$ cat src/rtl/unary_window_decoder_if.sv
// Handshake bundle between a unary bit source, the window decoder and the count consumer.
// The master drives bits and out_ready; the slave (decoder) returns the count and status.
interface unary_window_decoder_if #(
    parameter int CW = 5
);
    logic          bit_in;
    logic          bit_valid;
    logic          frame_start;
    logic          out_ready;
    logic [CW-1:0] count_out;
    logic          out_valid;
    logic          overrun;
    logic          mono_err;

    modport master (
        output bit_in, bit_valid, frame_start, out_ready,
        input  count_out, out_valid, overrun, mono_err
    );

    modport slave (
        input  bit_in, bit_valid, frame_start, out_ready,
        output count_out, out_valid, overrun, mono_err
    );
endinterface

$ cat src/rtl/unary_window_decoder.sv
// Counts the ones in each WIN-bit unary window and hands the count downstream with valid/ready.
// Optional thermometer-code check enabled by defining UNARY_MONO_CHECK_EN.
module unary_window_decoder #(
    parameter int WIN = 16,
    parameter int CW  = 5
) (
    input logic               clk,
    input logic               rst_n,
    unary_window_decoder_if.slave win
);

    if (CW != $clog2(WIN + 1) || WIN < 2 || WIN > 64) begin : g_param_check
        $error("unary_window_decoder: WIN must be 2..64 and CW must equal $clog2(WIN+1)");
    end

    typedef enum logic [1:0] {
        IDLE,
        COLLECT,
        HOLD
    } state_t;

    state_t        state;
    logic [CW-1:0] ones;
    logic [CW-1:0] pos;
    logic [CW-1:0] count_r;
    logic          out_valid_r;
    logic          overrun_r;

    logic          start;
    logic [CW-1:0] ones_next;
    logic [CW-1:0] pos_next;
    logic          last_bit;

    assign start     = win.bit_valid & win.frame_start;
    assign ones_next = ones + CW'(win.bit_in);
    assign pos_next  = pos + CW'(1);
    // pos never exceeds WIN, so ones (<= pos) fits CW bits without wrapping
    assign last_bit  = (pos_next == CW'(WIN));

    always_ff @(posedge clk) begin
        if (!rst_n) begin
            state       <= IDLE;
            ones        <= '0;
            pos         <= '0;
            count_r     <= '0;
            out_valid_r <= 1'b0;
            overrun_r   <= 1'b0;
        end else begin
            case (state)
                IDLE: begin
                    if (start) begin
                        ones  <= CW'(win.bit_in);
                        pos   <= CW'(1);
                        state <= COLLECT;
                    end
                end
                COLLECT: begin
                    if (start) begin
                        ones <= CW'(win.bit_in);
                        pos  <= CW'(1);
                    end else if (win.bit_valid) begin
                        ones <= ones_next;
                        pos  <= pos_next;
                        if (last_bit) begin
                            count_r     <= ones_next;
                            out_valid_r <= 1'b1;
                            state       <= HOLD;
                        end
                    end
                end
                HOLD: begin
                    // out_valid is always high here, so out_ready alone completes the handshake
                    if (win.out_ready) begin
                        out_valid_r <= 1'b0;
                        if (start) begin
                            ones  <= CW'(win.bit_in);
                            pos   <= CW'(1);
                            state <= COLLECT;
                        end else begin
                            state <= IDLE;
                        end
                    end else if (start) begin
                        overrun_r <= 1'b1;
                    end
                end
                default: state <= IDLE;
            endcase
        end
    end

    assign win.count_out = count_r;
    assign win.out_valid = out_valid_r;
    assign win.overrun   = overrun_r;

`ifdef UNARY_MONO_CHECK_EN
    logic seen_zero;
    logic mono_acc;
    logic mono_r;
    logic load_first;
    logic accept_bit;
    logic mono_next;

    assign load_first = start & ((state != HOLD) | win.out_ready);
    assign accept_bit = win.bit_valid & ~win.frame_start & (state == COLLECT);
    // a one after any zero breaks the ones-then-zeros thermometer shape
    assign mono_next  = mono_acc | (win.bit_in & seen_zero);

    always_ff @(posedge clk) begin
        if (!rst_n) begin
            seen_zero <= 1'b0;
            mono_acc  <= 1'b0;
            mono_r    <= 1'b0;
        end else if (load_first) begin
            seen_zero <= ~win.bit_in;
            mono_acc  <= 1'b0;
        end else if (accept_bit) begin
            seen_zero <= seen_zero | ~win.bit_in;
            mono_acc  <= mono_next;
            if (last_bit) begin
                mono_r <= mono_next;
            end
        end
    end

    assign win.mono_err = mono_r;
`else
    assign win.mono_err = 1'b0;
`endif

endmodule
$ cat src/flat_wrapper.sv
// flat-port wrapper written by rule: the top's interface ports become plain ports
module unary_window_decoder_flat 
#(
    parameter int WIN = 16,
    parameter int CW  = 5
)
  (clk, rst_n, win_bit_in, win_bit_valid, win_frame_start, win_out_ready, win_count_out, win_out_valid, win_overrun, win_mono_err);
  unary_window_decoder_if #(.CW(CW)) win_i ();
  input logic clk;
  input logic rst_n;
  input wire logic [$bits(win_i.bit_in)-1:0] win_bit_in;
  input wire logic [$bits(win_i.bit_valid)-1:0] win_bit_valid;
  input wire logic [$bits(win_i.frame_start)-1:0] win_frame_start;
  input wire logic [$bits(win_i.out_ready)-1:0] win_out_ready;
  output wire logic [$bits(win_i.count_out)-1:0] win_count_out;
  output wire logic [$bits(win_i.out_valid)-1:0] win_out_valid;
  output wire logic [$bits(win_i.overrun)-1:0] win_overrun;
  output wire logic [$bits(win_i.mono_err)-1:0] win_mono_err;
  assign win_i.bit_in = win_bit_in;
  assign win_i.bit_valid = win_bit_valid;
  assign win_i.frame_start = win_frame_start;
  assign win_i.out_ready = win_out_ready;
  assign win_count_out = win_i.count_out;
  assign win_out_valid = win_i.out_valid;
  assign win_overrun = win_i.overrun;
  assign win_mono_err = win_i.mono_err;
  unary_window_decoder #(.WIN(WIN), .CW(CW)) u_core (.clk(clk), .rst_n(rst_n), .win(win_i));
endmodule
$ cat config.mk
export PLATFORM = sky130hd
export DESIGN_NAME = unary_window_decoder_flat
export DESIGN_NICKNAME = d
export VERILOG_FILES = /design/src/rtl/unary_window_decoder_if.sv /design/src/rtl/unary_window_decoder.sv /design/src/flat_wrapper.sv
export SDC_FILE = /design/constraint.sdc
export NUM_CORES = 1
export LEC_CHECK = 0
export CORE_MARGIN = 2
export CORE_UTILIZATION = 46
export DETAILED_ROUTE_END_ITERATION = 10
export MAX_ROUTING_LAYER = met4
export PLACE_DENSITY = 0.72
export SKIP_CTS_REPAIR_TIMING = 1
export SYNTH_ARGS = -nofsm -noshare
export SYNTH_HDL_FRONTEND = slang
export SYNTH_SLANG_ARGS = --single-unit
$ cat constraint.sdc
create_clock -name clk -period 1.4 [get_ports clk]
set_input_delay 0.14 -clock clk [delete_from_list [all_inputs] [get_ports clk]]
set_output_delay 0.14 -clock clk [all_outputs]
set_load 0.02 [all_outputs]
==> reports/results.tsv <==
metric	value	unit
final max-slew violation count	0	
diode count	0	
Hold WC Path Type	reg -> reg	
die area	0.002400	mm^2
WS Path Type	reg -> reg	
CP Capture Type	flop	
Worst path slowest cell	dfxtp_2	
Synth top cells by count	dfxtp_1, a21oi_1, nor2_1, nand3_1, a311oi_1	
Initial DRC Count	22	
Min Clock Period, post-route	1.360	ns
mux contribution to synthesized area	3.763	%
area of the core	0.001942	mm^2
clk sinks	19	
hold depth	2	
Post-Synth XOR/XNOR Area	2.823	%
Yosys top cell area share	40.86	%
cell area power density	738.4	mW/mm^2
first-pass detailed-route iteration total	4	
crit path cell chain	ha_2 -> ha_2 -> buf_4 -> xnor2_1 -> a311oi_1	
DP HPWL	1545	um
Post-Syn Instances	106	
RD Place Congestion	0.8423	
worst hold start	u_core.win.overrun	
GR Util All Layers	19.65	%
worst setup margin	0.03968	ns
io pins	14	
post-synthesis register bit count	19	
CTS Root Buffer Type	clkbuf_4	
post-synthesis compound-gate area fraction	25.94	%
clock-pin slew on the worst setup and hold paths	0.11	ns
post-DR vias/cell	5.600	
Post-Route WL	2180	um
Fin. Hold Viols	0	
Die Wd	48.99	um
pre-CTS WS	-0.3324	ns
post-synth top area cell	dfxtp_1	
max cap viols	0	
Final Cycle Share	97.17	%
Primary FF master, synth	dfxtp_1	
crit path from	u_core.ones[0]	
status	completed	
IO Port Bufs	12	
post-synthesis sequential area ratio	40.86	%
Finish-stage setup viols	0	
synth warn	0	
CP most frequent cell	ha_2	
Synth async-reset ratio	0	%
area delta synth->final	35.35	%
Leakage	0.6017	nW
Post-DRT Antenna Nets	0	
Layout fillers	171	
Post-Syn Nets	115	
clk_skew	0.001984	ns
Synth area leaders	dfxtp_1, a21oi_1, a311oi_1	
area of placed instances	0.001157	mm^2
unique cell type count in the Yosys netlist	33	
reg2reg path depth	5	
Critical Path Max Stage Delay	0.34	ns
setup TNS	0	ns
H-tree Lvls	1	
CP startpoint kind	flop	
Worst VDD drop	0.4842	mV
Worst EP arrival	1.55	ns
clock buffer count from CTS	3	
via count	896	
most common cell in the netlist	dfxtp_1	
Clock Latency Late Sink	0.29	ns
Synth Area in Adders	4.032	%
CP required	1.59	ns
Crit Path Max Fanout	3	
vias in the first global route	846	
Syn Area/Cell	8.782	um^2
post-route cell area	0.001260	mm^2
Nets	143	
layout cell share with drive strength beyond 1	24.81	%
initial antenna violation count	0	
largest family of logic cells by synthesized area	compound AO/OA/AOI/OAI gates	
Synth Area in Simple Gates	17.88	%
Post-route DRC	0	
Post-synth EDFFs	0	
Rows	16	
Crit Reg-Reg Startpoint	u_core.ones[0]	
maximum clock path buffer count	2	
post-DR wirelength/cell	13.63	um
Initial Util	47.94	%
die height	48.99	um
pin count of the biggest net entering global routing	17	
total congestion overflow	0	
Netlist Area Pre-Place	930.9	um^2
CTS tree	yes	
Peak Freq	0.7351	GHz
first-pass GRT wire length	3574	um
## flip-flops by register name, indices dropped and copies added (netlist names)
name and flops:
u_core.win.overrun 1, u_core.ones 5, u_core.win.out_valid 1, u_core.state 2, u_core.win.count_out 5, u_core.pos 5
## metrics by stage
step	hold WS [ns]	total power, mW	cells	utilization (%)
2_1_floorplan	0.2587	0.6116	106	-
3_3_place_gp	0.4627	0.6532	153	59.60
3_5_place_dp	0.4617	0.6559	153	59.60
4_1_cts	0.4910	0.9294	157	60.95
5_1_grt	0.5193	0.9728	160	64.88
6_report	0.4826	0.9304	160	64.88
## kinds of logic (layout without fill, tap and decap cells)
| logic type | count (synthesis) | count (layout) |
|---|---|---|
| buffers and inverters | 8 | 35 |
| flip-flops | 19 | 19 |
| other | 1 | 1 |
| AND/OR/NAND/NOR | 32 | 32 |
| XOR/XNOR | 3 | 3 |
| multiplexers | 3 | 3 |
| AO/OA/AOI/OAI | 37 | 37 |
| adder cells (fa/ha/maj) | 3 | 3 |
## critical path: cells and delay by family (launching register included)
family	cells	cell delay, ns
AO/OA/AOI/OAI	1	0.32
XOR/XNOR	1	0.13
adder cells (fa/ha/maj)	2	0.34
buffers and inverters	1	0.14
flip-flops	1	0.34
## final cells by class
| type | count | area (um^2) | share of cell area, % |
|---|---|---|---|
| clock buffers | 4 | 26.28 | 2.085 |
| multi-input cells | 79 | 540.5 | 42.90 |
| flip-flops and latches | 19 | 385.4 | 30.59 |
| inverters | 2 | 7.507 | 0.5958 |
| well taps | 27 | 33.78 | 2.681 |
| repair buffers | 29 | 266.5 | 21.15 |
## final timing paths
kind / endpoint / slack [ns]
worst max-delay path: u_core.win.count_out[2] / 0.04
worst min register to register: u_core.win.overrun / 0.48
worst min-delay path: u_core.win.overrun / 0.48
worst max register to register: u_core.win.count_out[2] / 0.04
## placed cells by master (no fill, tap or decap), types with 2 or more instances in the layout
cell             Yosys  layout
buf_4                2      15
clkdlybuf4s50_1      0       5
a22oi_1              2       2
o211a_1              2       2
nand2_1              5       5
a21o_1               3       3
a21oi_2              1       2
o21ai_1              4       4
nand3_1              7       7
dfxtp_2              0       4
xor2_1               2       2
ha_2                 0       2
a311oi_1             6       6
nor3_1               2       2
nor2_1               9       9
nand2b_1             3       3
a21oi_1             11      10
o21ai_0              3       3
dfxtp_1             19      15
inv_1                2       2
clkbuf_4             0       3
a31oi_1              4       4
dlymetal6s2s_1       0       7
## report_power, final
group / switching (mW) / leakage (nW) / internal [mW]
Combinational: 0.0499 / 0.432 / 0.0475
Clock: 0.166 / 0.0150 / 0.111
Sequential: 0.00710 / 0.155 / 0.549
Total: 0.223 / 0.602 / 0.707
## routing by layer
| layer | global-route usage, % | vias to the layer above | wire (um) |
|---|---|---|---|
| li1 | - | 446 | - |
| met2 | 30.59 | 13 | 1098 |
| met5 | - | - | 0 |
| met4 | 10.00 | 0 | 29 |
| met3 | 3.067 | 4 | 39 |
| met1 | 24.80 | 433 | 1013 |
Note: power is estimated with default switching activity, not from simulation.
